[config.mk]
export PLATFORM = sky130hd
export DESIGN_NAME = ecc_decrypt_seq_flat
export DESIGN_NICKNAME = d
export VERILOG_FILES = /design/src/rtl/ecc_decrypt_seq_pkg.sv /design/src/rtl/ecc_decrypt_seq_if.sv /design/src/rtl/ecc_decrypt_seq_point_op.sv /design/src/rtl/ecc_decrypt_seq.sv /design/src/flat_wrapper.sv
export SDC_FILE = /design/constraint.sdc
export NUM_CORES = 1
export LEC_CHECK = 0
export BUFFER_PORTS_ARGS = -buffer_cell sky130_fd_sc_hd__clkbuf_2
export CELL_PAD_IN_SITES_DETAIL_PLACEMENT = 2
export CELL_PAD_IN_SITES_GLOBAL_PLACEMENT = 2
export CORE_MARGIN = 1.5
export CORE_UTILIZATION = 25
export CTS_CLUSTER_DIAMETER = 200
export CTS_CLUSTER_SIZE = 25
export DETAILED_ROUTE_END_ITERATION = 10
export GPL_TIMING_DRIVEN = 0
export PLACE_DENSITY_LB_ADDON = 0.08
export SYNTH_ARGS = -nofsm -noshare
export SYNTH_HDL_FRONTEND = slang
export SYNTH_SLANG_ARGS = --single-unit
[constraint.sdc]
create_clock -name clock -period 9.1 [get_ports clock]
set_input_delay 0.91 -clock clock [delete_from_list [all_inputs] [get_ports clock]]
set_output_delay 0.91 -clock clock [all_outputs]
set_load 0.02 [all_outputs]
[src/rtl/ecc_decrypt_seq_pkg.sv]
// Shared types and GF(2^4) helpers for the ECC decryption datapath.
// Imported by the interface, the point-operation unit and the top level.
package ecc_pkg;

  localparam int FIELD_W = 4;
  localparam int POLY_W  = 5;
  localparam int BIT_W   = $clog2(FIELD_W);

  typedef logic [FIELD_W-1:0] fe_t;
  typedef logic [POLY_W-1:0]  poly_t;

  typedef struct packed {
    fe_t  x;
    fe_t  y;
    logic inf;
  } point_t;

  typedef enum logic [2:0] {IDLE, LOAD, DBL, ADD, FINAL} state_t;
  typedef enum logic {OP_DBL, OP_ADD} op_t;
  typedef enum logic [1:0] {PH_IDLE, PH_X, PH_Y} phase_t;
  typedef enum logic [1:0] {RES_O, RES_P, RES_DBL, RES_ADD} res_kind_t;

  localparam point_t POINT_O = '{x: '0, y: '0, inf: 1'b1};

  // Shift-and-add multiply; the shifted operand is reduced by f whenever it overflows.
  function automatic fe_t gf_mul(fe_t a, fe_t b, poly_t f);
    fe_t   acc;
    poly_t sh;
    acc = '0;
    sh  = {1'b0, a};
    for (int i = 0; i < FIELD_W; i++) begin
      if (b[i]) acc = acc ^ sh[FIELD_W-1:0];
      sh = sh << 1;
      if (sh[FIELD_W]) sh = sh ^ f;
    end
    return acc;
  endfunction

  function automatic fe_t gf_reduce_a(poly_t a, poly_t f);
    poly_t t;
    t = a[POLY_W-1] ? (a ^ f) : a;
    return t[FIELD_W-1:0];
  endfunction

endpackage

[src/rtl/ecc_decrypt_seq_if.sv]
// Request/response bundle between a ciphertext source and the decryptor.
interface ecc_decrypt_seq_if;

  logic              start;
  ecc_pkg::fe_t      c1x;
  ecc_pkg::fe_t      c1y;
  ecc_pkg::fe_t      c2x;
  ecc_pkg::fe_t      c2y;
  ecc_pkg::fe_t      d;
  ecc_pkg::poly_t    a;
  ecc_pkg::poly_t    f;
  ecc_pkg::fe_t      mx;
  ecc_pkg::fe_t      my;
  logic              valid;
  logic              busy;
  logic              inf;

  modport master (
    output start, c1x, c1y, c2x, c2y, d, a, f,
    input  mx, my, valid, busy, inf
  );

  modport slave (
    input  start, c1x, c1y, c2x, c2y, d, a, f,
    output mx, my, valid, busy, inf
  );

endinterface

[src/rtl/ecc_decrypt_seq_point_op.sv]
// Three-cycle point double/add unit: lambda, then x3, then y3 with done.
// Operands must stay stable from start until done.
module ecc_point_op
  import ecc_pkg::*;
(
  input  logic   clock,
  input  logic   rst_n,
  input  logic   start,
  input  op_t    op,
  input  point_t r,
  input  fe_t    px,
  input  fe_t    py,
  input  fe_t    a_r,
  input  poly_t  f,
  output logic   done,
  output point_t result
);

  phase_t    phase_q, phase_d;
  res_kind_t kind_q, kind_d;
  fe_t       l_q, l_d;
  fe_t       x3_q, x3_d;

  fe_t  num, den, lam, y3_dbl, y3_add;
  logic same_x, same_y, use_dbl;

  // x^14 = x^8 * x^4 * x^2, which also maps 0 to 0.
  function automatic fe_t gf_inv(fe_t x, poly_t fp);
    fe_t x2, x4, x8;
    x2 = gf_mul(x, x, fp);
    x4 = gf_mul(x2, x2, fp);
    x8 = gf_mul(x4, x4, fp);
    return gf_mul(gf_mul(x8, x4, fp), x2, fp);
  endfunction

  always_comb begin
    phase_d = phase_q;
    kind_d  = kind_q;
    l_d     = l_q;
    x3_d    = x3_q;
    done    = 1'b0;
    result  = POINT_O;

    same_x  = (r.x == px);
    same_y  = (r.y == py);
    use_dbl = (op == OP_DBL) || (same_x && same_y);

    if (use_dbl) begin
      num = r.y;
      den = r.x;
    end else begin
      num = r.y ^ py;
      den = r.x ^ px;
    end
    lam = gf_mul(num, gf_inv(den, f), f) ^ (use_dbl ? r.x : fe_t'(0));

    y3_dbl = gf_mul(r.x, r.x, f) ^ gf_mul(l_q ^ fe_t'(1), x3_q, f);
    y3_add = gf_mul(l_q, r.x ^ x3_q, f) ^ x3_q ^ r.y;

    case (phase_q)
      PH_IDLE: begin
        if (start) begin
          phase_d = PH_X;
          l_d     = lam;
          if (r.inf)            kind_d = (op == OP_DBL) ? RES_O : RES_P;
          else if (use_dbl)     kind_d = (r.x == '0) ? RES_O : RES_DBL;
          else if (same_x)      kind_d = RES_O;
          else                  kind_d = RES_ADD;
        end
      end
      PH_X: begin
        x3_d    = gf_mul(l_q, l_q, f) ^ l_q ^ a_r ^
                  ((kind_q == RES_ADD) ? (r.x ^ px) : fe_t'(0));
        phase_d = PH_Y;
      end
      PH_Y: begin
        done    = 1'b1;
        phase_d = PH_IDLE;
      end
      default: phase_d = PH_IDLE;
    endcase

    case (kind_q)
      RES_P:   result = '{x: px,   y: py,     inf: 1'b0};
      RES_DBL: result = '{x: x3_q, y: y3_dbl, inf: 1'b0};
      RES_ADD: result = '{x: x3_q, y: y3_add, inf: 1'b0};
      default: result = POINT_O;
    endcase
  end

  always_ff @(posedge clock or negedge rst_n) begin
    if (!rst_n) begin
      phase_q <= PH_IDLE;
      kind_q  <= RES_O;
      l_q     <= '0;
      x3_q    <= '0;
    end else begin
      phase_q <= phase_d;
      kind_q  <= kind_d;
      l_q     <= l_d;
      x3_q    <= x3_d;
    end
  end

endmodule

[src/rtl/ecc_decrypt_seq.sv]
// Recovers M = C2 xor d*C1 with a constant-time double-and-add ladder.
// Every bit performs a double and an add; the add is only committed when d[i]=1.
module ecc_decrypt_seq
  import ecc_pkg::*;
(
  input  logic clock,
  input  logic rst_n,
  ecc_decrypt_seq_if.slave bus
);

  state_t             state_q, state_d;
  logic [1:0]         sub_q, sub_d;
  logic [BIT_W-1:0]   bit_q, bit_d;
  point_t             acc_q, acc_d;
  fe_t                c1x_q, c1x_d, c1y_q, c1y_d;
  fe_t                c2x_q, c2x_d, c2y_q, c2y_d;
  fe_t                d_q, d_d, ar_q, ar_d;
  poly_t              f_q, f_d;
  fe_t                mx_q, mx_d, my_q, my_d;
  logic               inf_q, inf_d, valid_q, valid_d;

  logic   op_start, op_done;
  op_t    op_sel;
  point_t op_res;

  ecc_point_op u_point_op (
    .clock  (clock),
    .rst_n  (rst_n),
    .start  (op_start),
    .op     (op_sel),
    .r      (acc_q),
    .px     (c1x_q),
    .py     (c1y_q),
    .a_r    (ar_q),
    .f      (f_q),
    .done   (op_done),
    .result (op_res)
  );

  always_comb begin
    state_d  = state_q;
    sub_d    = sub_q;
    bit_d    = bit_q;
    acc_d    = acc_q;
    c1x_d    = c1x_q;
    c1y_d    = c1y_q;
    c2x_d    = c2x_q;
    c2y_d    = c2y_q;
    d_d      = d_q;
    ar_d     = ar_q;
    f_d      = f_q;
    mx_d     = mx_q;
    my_d     = my_q;
    inf_d    = inf_q;
    valid_d  = 1'b0;
    op_start = 1'b0;
    op_sel   = OP_DBL;

    case (state_q)
      IDLE: begin
        if (bus.start) begin
          c1x_d   = bus.c1x;
          c1y_d   = bus.c1y;
          c2x_d   = bus.c2x;
          c2y_d   = bus.c2y;
          d_d     = bus.d;
          f_d     = bus.f;
          ar_d    = gf_reduce_a(bus.a, bus.f);
          state_d = LOAD;
        end
      end
      LOAD: begin
        acc_d   = POINT_O;
        bit_d   = BIT_W'(FIELD_W - 1);
        sub_d   = '0;
        state_d = DBL;
      end
      DBL: begin
        op_sel   = OP_DBL;
        op_start = (sub_q == 2'd0);
        sub_d    = sub_q + 2'd1;
        if (op_done) begin
          acc_d   = op_res;
          sub_d   = '0;
          state_d = ADD;
        end
      end
      ADD: begin
        op_sel   = OP_ADD;
        op_start = (sub_q == 2'd0);
        sub_d    = sub_q + 2'd1;
        if (op_done) begin
          if (d_q[bit_q]) acc_d = op_res;
          sub_d = '0;
          if (bit_q == '0) begin
            state_d = FINAL;
          end else begin
            bit_d   = bit_q - 1'b1;
            state_d = DBL;
          end
        end
      end
      FINAL: begin
        mx_d    = c2x_q ^ (acc_q.inf ? fe_t'(0) : acc_q.x);
        my_d    = c2y_q ^ (acc_q.inf ? fe_t'(0) : acc_q.y);
        inf_d   = acc_q.inf;
        valid_d = 1'b1;
        state_d = IDLE;
      end
      default: state_d = IDLE;
    endcase
  end

  always_ff @(posedge clock or negedge rst_n) begin
    if (!rst_n) begin
      state_q <= IDLE;
      sub_q   <= '0;
      bit_q   <= '0;
      acc_q   <= POINT_O;
      c1x_q   <= '0;
      c1y_q   <= '0;
      c2x_q   <= '0;
      c2y_q   <= '0;
      d_q     <= '0;
      ar_q    <= '0;
      f_q     <= '0;
      mx_q    <= '0;
      my_q    <= '0;
      inf_q   <= 1'b0;
      valid_q <= 1'b0;
    end else begin
      state_q <= state_d;
      sub_q   <= sub_d;
      bit_q   <= bit_d;
      acc_q   <= acc_d;
      c1x_q   <= c1x_d;
      c1y_q   <= c1y_d;
      c2x_q   <= c2x_d;
      c2y_q   <= c2y_d;
      d_q     <= d_d;
      ar_q    <= ar_d;
      f_q     <= f_d;
      mx_q    <= mx_d;
      my_q    <= my_d;
      inf_q   <= inf_d;
      valid_q <= valid_d;
    end
  end

  assign bus.mx    = mx_q;
  assign bus.my    = my_q;
  assign bus.inf   = inf_q;
  assign bus.valid = valid_q;
  assign bus.busy  = (state_q != IDLE);

endmodule

[src/flat_wrapper.sv]
// flat-port wrapper written by rule: the top's interface ports become plain ports
module ecc_decrypt_seq_flat import ecc_pkg::*;
  (clock, rst_n, bus_start, bus_c1x, bus_c1y, bus_c2x, bus_c2y, bus_d, bus_a, bus_f, bus_mx, bus_my, bus_valid, bus_busy, bus_inf);
  ecc_decrypt_seq_if bus_i ();
  input  logic clock;
  input  logic rst_n;
  input wire logic [$bits(bus_i.start)-1:0] bus_start;
  input wire logic [$bits(bus_i.c1x)-1:0] bus_c1x;
  input wire logic [$bits(bus_i.c1y)-1:0] bus_c1y;
  input wire logic [$bits(bus_i.c2x)-1:0] bus_c2x;
  input wire logic [$bits(bus_i.c2y)-1:0] bus_c2y;
  input wire logic [$bits(bus_i.d)-1:0] bus_d;
  input wire logic [$bits(bus_i.a)-1:0] bus_a;
  input wire logic [$bits(bus_i.f)-1:0] bus_f;
  output wire logic [$bits(bus_i.mx)-1:0] bus_mx;
  output wire logic [$bits(bus_i.my)-1:0] bus_my;
  output wire logic [$bits(bus_i.valid)-1:0] bus_valid;
  output wire logic [$bits(bus_i.busy)-1:0] bus_busy;
  output wire logic [$bits(bus_i.inf)-1:0] bus_inf;
  assign bus_i.start = bus_start;
  assign bus_i.c1x = bus_c1x;
  assign bus_i.c1y = bus_c1y;
  assign bus_i.c2x = bus_c2x;
  assign bus_i.c2y = bus_c2y;
  assign bus_i.d = bus_d;
  assign bus_i.a = bus_a;
  assign bus_i.f = bus_f;
  assign bus_mx = bus_i.mx;
  assign bus_my = bus_i.my;
  assign bus_valid = bus_i.valid;
  assign bus_busy = bus_i.busy;
  assign bus_inf = bus_i.inf;
  ecc_decrypt_seq u_core (.clock(clock), .rst_n(rst_n), .bus(bus_i));
endmodule
Word-level counts from Yosys, hierarchy flattened. Index checks and enable logic that the tools add are counted.

Output and inout port bits: 11. Memories: 0. Input bits: 33. Latch bits: 0. Logic and storage cells: 243. Bits in registers: 66. ROM bits: 0. Memory bits (writable): 0.

Bitwise gates (word level): 74. Shift-type cells: 0. Equality and inequality tests: 17. $lt $le $gt $ge: 1. Reductions and logical operators: 17. Divide/modulo/power cells: 0. Muxes and demuxes: 111. $mul: 0. $add $sub $neg: 2.

Operators with widths (number): $mux 4 (83); $xor 4x4->4 (72); $pmux 9 s3 (2); $mux 9 (3); $mux 2 (8); $mux 3 (4); $pmux 2 s2 (3); $pmux 3 s4 (1); $eq 4x4->1 (2); $ne 2x1->1 const B (4); $eq 2x2->1 const B (3); $eq 3x2->1 const B (2); $logic_not 2->1 (3); $mux 1 (6); $reduce_and 3->1 (2); $reduce_bool 3->1 (2); $eq 2x1->1 const B (2); $logic_not 4->1 (1); $ne 2x2->1 const B (2); $reduce_and 2->1 (2); $reduce_and 4->1 (1); $reduce_bool 2->1 (2); $eq 3x1->1 const B (1); $eq 3x3->1 const B (1); other kinds (9) (10).

Logic depth before layout (Yosys ltp).
Word-level depth: 53. Gate-level depth with buffers: 42.

Hierarchy. Synthesis repeated with hierarchy kept, for this count alone.

Cells, all modules: 1101. Area total of the unflattened synthesis: 9063.7 µm².

Modules (own cells, without submodules): ecc_point_op (cells an instance 898, instances 1, area each 6535.0 µm², sequential area each 300.3 µm²); ecc_decrypt_seq (cells an instance 203, instances 1, area each 2528.7 µm², sequential area each 1377.6 µm²).

Least setup slack after synthesis. OpenSTA, ideal clock, no wires.

Path kind: register -> register. Start: reg u_core.acc_q[1] (netlist bit). End: reg u_core.u_point_op.l_q[0]. Path buffers: 4. Data arrival time: 9067 ps. Path slack: -63 ps. Cell stages (with the launch flop): 38. Clock period less this slack: 9163 ps. Setup time: 95 ps. Path through: dfrtp_1 xor2_1 or4_4 nor2_4 o21a_1 buf_6 nand2_2 or4_1 and3_4 or3b_4 nand2_4 buf_6 o22ai_2 or4_1 a221o_1 a41o_1 xor2_1 buf_6 (+2 left out) mux2_4 a22o_1 and2_1 o31a_1 or4_1 mux2_2 and3_1 or2_1 buf_2 o211a_1 or4_4 nand2_2 mux2_4 a31o_1 a21boi_1 xnor3_1 o21a_1 o31ai_1.

Word-level cells in the longest chain between the ends: 50. Elaborated cells between the ends (all ways): 85.

RTL lines: from (decl) (line ecc_decrypt_seq.sv:14) `point_t acc_q, acc_d;`; from (signal assigned) (line ecc_decrypt_seq.sv:119) `acc_q <= POINT_O;`; from (signal assigned) (line ecc_decrypt_seq.sv:135) `acc_q <= acc_d;`; $eq 4x4->1 (line ecc_decrypt_seq_point_op.sv:45) `same_y = (r.y == py);`; $logic_and 1x1->1 (line ecc_decrypt_seq_point_op.sv:46) `use_dbl = (op == OP_DBL) || (same_x && same_y);`; $logic_or 1x1->1 (line ecc_decrypt_seq_point_op.sv:46); $mux 4 (line ecc_decrypt_seq_point_op.sv:48) `if (use_dbl) begin`; $xor 4x4->4, or another cell as far along (line ecc_decrypt_seq_pkg.sv:34) `if (sh[FIELD_W]) sh = sh ^ f;`; $mux 4 or $xor 4x4->4 (tied branches) (line ecc_decrypt_seq_pkg.sv:34, ecc_decrypt_seq_pkg.sv:32); $xor 4x4->4, or another cell as far along (line ecc_decrypt_seq_pkg.sv:32) `if (b[i]) acc = acc ^ sh[FIELD_W-1:0];`; $mux 4, or another cell as far along (line ecc_decrypt_seq_pkg.sv:32); (+33 left out); $mux 4 (2 in a row) (line ecc_decrypt_seq_pkg.sv:32); $xor 4x4->4 (line ecc_decrypt_seq_pkg.sv:32); $mux 4 (line ecc_decrypt_seq_pkg.sv:32); $xor 4x4->4 (line ecc_decrypt_seq_pkg.sv:32); $mux 4 (line ecc_decrypt_seq_pkg.sv:32); $xor 4x4->4 (line ecc_decrypt_seq_pkg.sv:32); $mux 4 (line ecc_decrypt_seq_pkg.sv:32); $xor 4x4->4 * (line ecc_decrypt_seq_point_op.sv:55) `lam = gf_mul(num, gf_inv(den, f), f) ^ (use_dbl ? r.x : fe_t'(0));`; to (signal assigned) (line ecc_decrypt_seq_point_op.sv:100) `l_q <= l_d;`; to (decl) (line ecc_decrypt_seq_point_op.sv:21) `fe_t l_q, l_d;`.

Mark *: on every way between the ends. The rest lies on a longest branch, timed or not. A chain may end at the register's enable or synchronous reset.

Worst setup path in the final report.
Start: reg u_core.c1y_q[2]. End: reg u_core.u_point_op.l_q[3].

Word-level cells in the longest chain between the ends: 50. Elaborated cells between the ends (all ways): 86.

RTL lines: from (decl) (line ecc_decrypt_seq.sv:15) `fe_t c1x_q, c1x_d, c1y_q, c1y_d;`; from (signal assigned) (line ecc_decrypt_seq.sv:137) `c1y_q <= c1y_d;`; $eq 4x4->1 (line ecc_decrypt_seq_point_op.sv:45); $logic_and 1x1->1 (line ecc_decrypt_seq_point_op.sv:46); $logic_or 1x1->1 (line ecc_decrypt_seq_point_op.sv:46); $mux 4 (line ecc_decrypt_seq_point_op.sv:48); $xor 4x4->4, or another cell as far along (line ecc_decrypt_seq_pkg.sv:34); $mux 4 or $xor 4x4->4 (tied branches) (line ecc_decrypt_seq_pkg.sv:34, ecc_decrypt_seq_pkg.sv:32); $xor 4x4->4, or another cell as far along (line ecc_decrypt_seq_pkg.sv:32); $mux 4, or another cell as far along (line ecc_decrypt_seq_pkg.sv:32); (+33 left out); $mux 4 (2 in a row) (line ecc_decrypt_seq_pkg.sv:32); $xor 4x4->4 (line ecc_decrypt_seq_pkg.sv:32); $mux 4 (line ecc_decrypt_seq_pkg.sv:32); $xor 4x4->4 (line ecc_decrypt_seq_pkg.sv:32); $mux 4 (line ecc_decrypt_seq_pkg.sv:32); $xor 4x4->4 (line ecc_decrypt_seq_pkg.sv:32); $mux 4 (line ecc_decrypt_seq_pkg.sv:32); $xor 4x4->4 * (line ecc_decrypt_seq_point_op.sv:55).

Marks and branches as above.

==> out/metrics.cfg <==
[synthesis]
synth_top_area_share_pct=19.73
synth_seq_cells=66
synth_nets=1161
synth_area_leaders=dfrtp_1 (20%), xnor2_1 (12%), nand2_1 (6.9%)
async_flop_share_pct=100.0
yosys_warnings=0
yosysSeqAreaShare_pct=20.05
yosys.cell_count.top_type=nand2_1
synthCells=1126
synthMuxAreaShare_pct=4.857
yosysTopAreaCell=dfrtp_1
ys.flop_type=dfrtp_1
syn_area_um2=8244
synthSimpleGateAreaFrac_pct=24.98
synth_edf_count=0
ys_top_cells_by_count=nand2_1 (151), xnor2_1 (114), nor2_1 (86)
syn_area_per_cell_um2=7.322
synth.distinct_cells=91
synth_top_family_by_area=compound AO/OA/AOI/OAI gates
synthXorXnorAreaFrac_pct=18.05
synth_fa_ha_area_share_pct=0.3035
synth-compound-area-share_pct=25.71

[drt]
avgViaCountPerCell=5.404
drtPass1Iterations=4
route.detailed.drc=0
routedWlPerCell_um=22.93
drt_iter0_markers=389
postRouteAntennaNets=0
vias=9159
routed_wl_mm=38.86

[cells_and_area]
regMostFlops=u_core.acc_q
fin_cells=1695
drive_gt1_share_pct=27.40
area_growth_pct=32.62
nets=1282
fillers=3844
largest_reg_flops=9

[flow_run]
cap_violations=0

[setup_path]
reg2reg_slack_ns=-0.44
crit_slowest_cell=or4_4
regToRegEndpoint=u_core.u_point_op.l_q[3]$_DFFE_PN0P_
cp-start-kind=flop
setup.worst_path.start=u_core.c1y_q[2]$_DFFE_PN0P_
critical_path_class=flop to flop
r2r-start=u_core.c1y_q[2]$_DFFE_PN0P_
r2r_cells=36
crit_path_end_kind=flop
cp_max_fo=6
required_ns=9.36
max_stage_delay_ns=0.57
cp_data_arrival_time_ns=9.79

[grt]
grtUsageTotal_pct=23.36
first_global_vias=9858
antenna_found_initial=1
grt_max_degree=38
overflow=0
grt_pass1_wl_mm=60.42

[sta]
slew_violations=0
worst_slack_ns=-0.4371
tns_ns=-1.672
worst-slew-pin-transition_ns=1.284
setup_violations=4
skew_ns=0.01194
rsz0062_at_grt=yes
fmax_mhz=104.9
max_slew_margin_pct=14.20
period_needed_ns=9.537
hold_viol_final=0
post-route-period-util_pct=104.8

[floorplan]
die_area_um2=34080
die_x_um=184.6
core_um2=32540
top_level_ports=44
die_h_um=184.6
rows=66
start_util_pct=25.34

[status]
violations=negative setup slack
status=complete, but fails checks

[hold_path]
min_path_cells=1
min_from=u_core.sub_q[0]$_DFFE_PN0P_
min_path_type=flop to flop
hold_end=u_core.sub_q[0]$_DFFE_PN0P_

[clock_network]
cts.sinks=66
cts_max_level=3
tritoncts=done
cts_made_buffers=9
cts_root_buf=clkbuf_16
clock_path_buffers=2
path_clk_slew_ns=0.06
cts_hold_buffers=0
clock_latency_ns=0.35

[place]
portBuffers=42
place.gp.congestion=0.7971
hpwl_mm=28.59
dp_cells=1611

[final cells by class]
type	instances	area (um2)	share of cell area (%)
clock buffers	10	239.0	2.186
well taps	442	553.0	5.058
inverters	25	93.84	0.8583
multi-input cells	941	7037	64.36
flip-flops and latches	66	1659	15.18
repair buffers	116	833.3	7.622
plain buffers	88	442.9	4.051
clock inverters	6	72.57	0.6638
diodes	1	2.502	0.02289
[cells by family after synthesis]
logic type                 after synthesis
adders and majority gates                2
buffers and inverters                  119
DFF                                     66
AOI/OAI and AO/OA                      318
and+or+nand+nor                        426
xor gates and xnor gates               160
muxes                                   35
[placed cells by master (no fill, tap or decap), types with 9 or more instances in the layout]
| cell | instances |
|---|---|
| nand3_1 | 37 |
| mux2_2 | 21 |
| buf_4 | 68 |
| nand2_1 | 147 |
| xor2_1 | 29 |
| o21a_1 | 10 |
| nor2_1 | 78 |
| a211oi_1 | 9 |
| o21ai_1 | 13 |
| xnor2_2 | 16 |
| a21oi_1 | 62 |
| o211ai_1 | 18 |
| o22ai_1 | 9 |
| a22oi_1 | 10 |
| o21ai_0 | 58 |
| and3_1 | 17 |
| and2_1 | 10 |
| o31ai_1 | 11 |
| inv_1 | 23 |
| xnor2_1 | 95 |
| dfrtp_1 | 60 |
| nand4_1 | 16 |
| clkbuf_2 | 46 |
| buf_6 | 11 |
| clkbuf_16 | 9 |
| nor3_1 | 26 |
| buf_2 | 11 |
| clkbuf_1 | 51 |
[metal layers]
layer / vias to the layer above / GRT usage (%) / part of all wire, %
met3: 64 / 2.312 / 2.7
met1: 4649 / 30.12 / 46
met5: - / 0 / 0
met2: 151 / 40.45 / 48
met4: 0 / 8.000 / 3.1
li1: 4295 / - / -
[critical path, delay by kind of cell (launching register included)]
kind,cells,cell delay [ns]
and+or+nand+nor,15,4.52
AOI/OAI and AO/OA,11,2.35
muxes,4,1.20
xor gates and xnor gates,3,0.56
DFF,1,0.45
buffers and inverters,3,0.35
[metrics by stage]
stage / hold WS (ns) / instance area (um2) / util [%] / setup slack [ns]
final: 0.4941 / 10930 / 33.60 / -0.4371
after global routing: 0.5333 / 10930 / 33.59 / -0.8426
after CTS: 0.4969 / 10540 / 32.39 / -0.4063
after detailed placement: 0.4868 / 9037 / 27.78 / -2.406
after global placement: 0.4837 / 9015 / 27.71 / -2.321
after floorplan: 0.4550 / 8252 / - / 0.005665
[repair_timing]
| action | CTS | global route |
|---|---|---|
| setup buffers | 61 | 12 |
| pin swaps | 48 | 33 |
| gates resized for setup | 155 | 59 |
| endpoints found under the setup margin | 4 | 4 |
[worst max-delay path by stage]
stage                                                       to  slack [ns]
after floorplan           u_core.u_point_op.l_q[0]$_DFFE_PN0P_       0.006
after global placement    u_core.u_point_op.l_q[0]$_DFFE_PN0P_       -2.32
after detailed placement  u_core.u_point_op.l_q[0]$_DFFE_PN0P_       -2.41
after CTS                 u_core.u_point_op.l_q[0]$_DFFE_PN0P_       -0.41
after global routing      u_core.u_point_op.l_q[1]$_DFFE_PN0P_       -0.84
final                     u_core.u_point_op.l_q[3]$_DFFE_PN0P_       -0.44
Power is not shown: default switching activity piles up to over one toggle a cycle in this logic, so the estimate is an artifact.
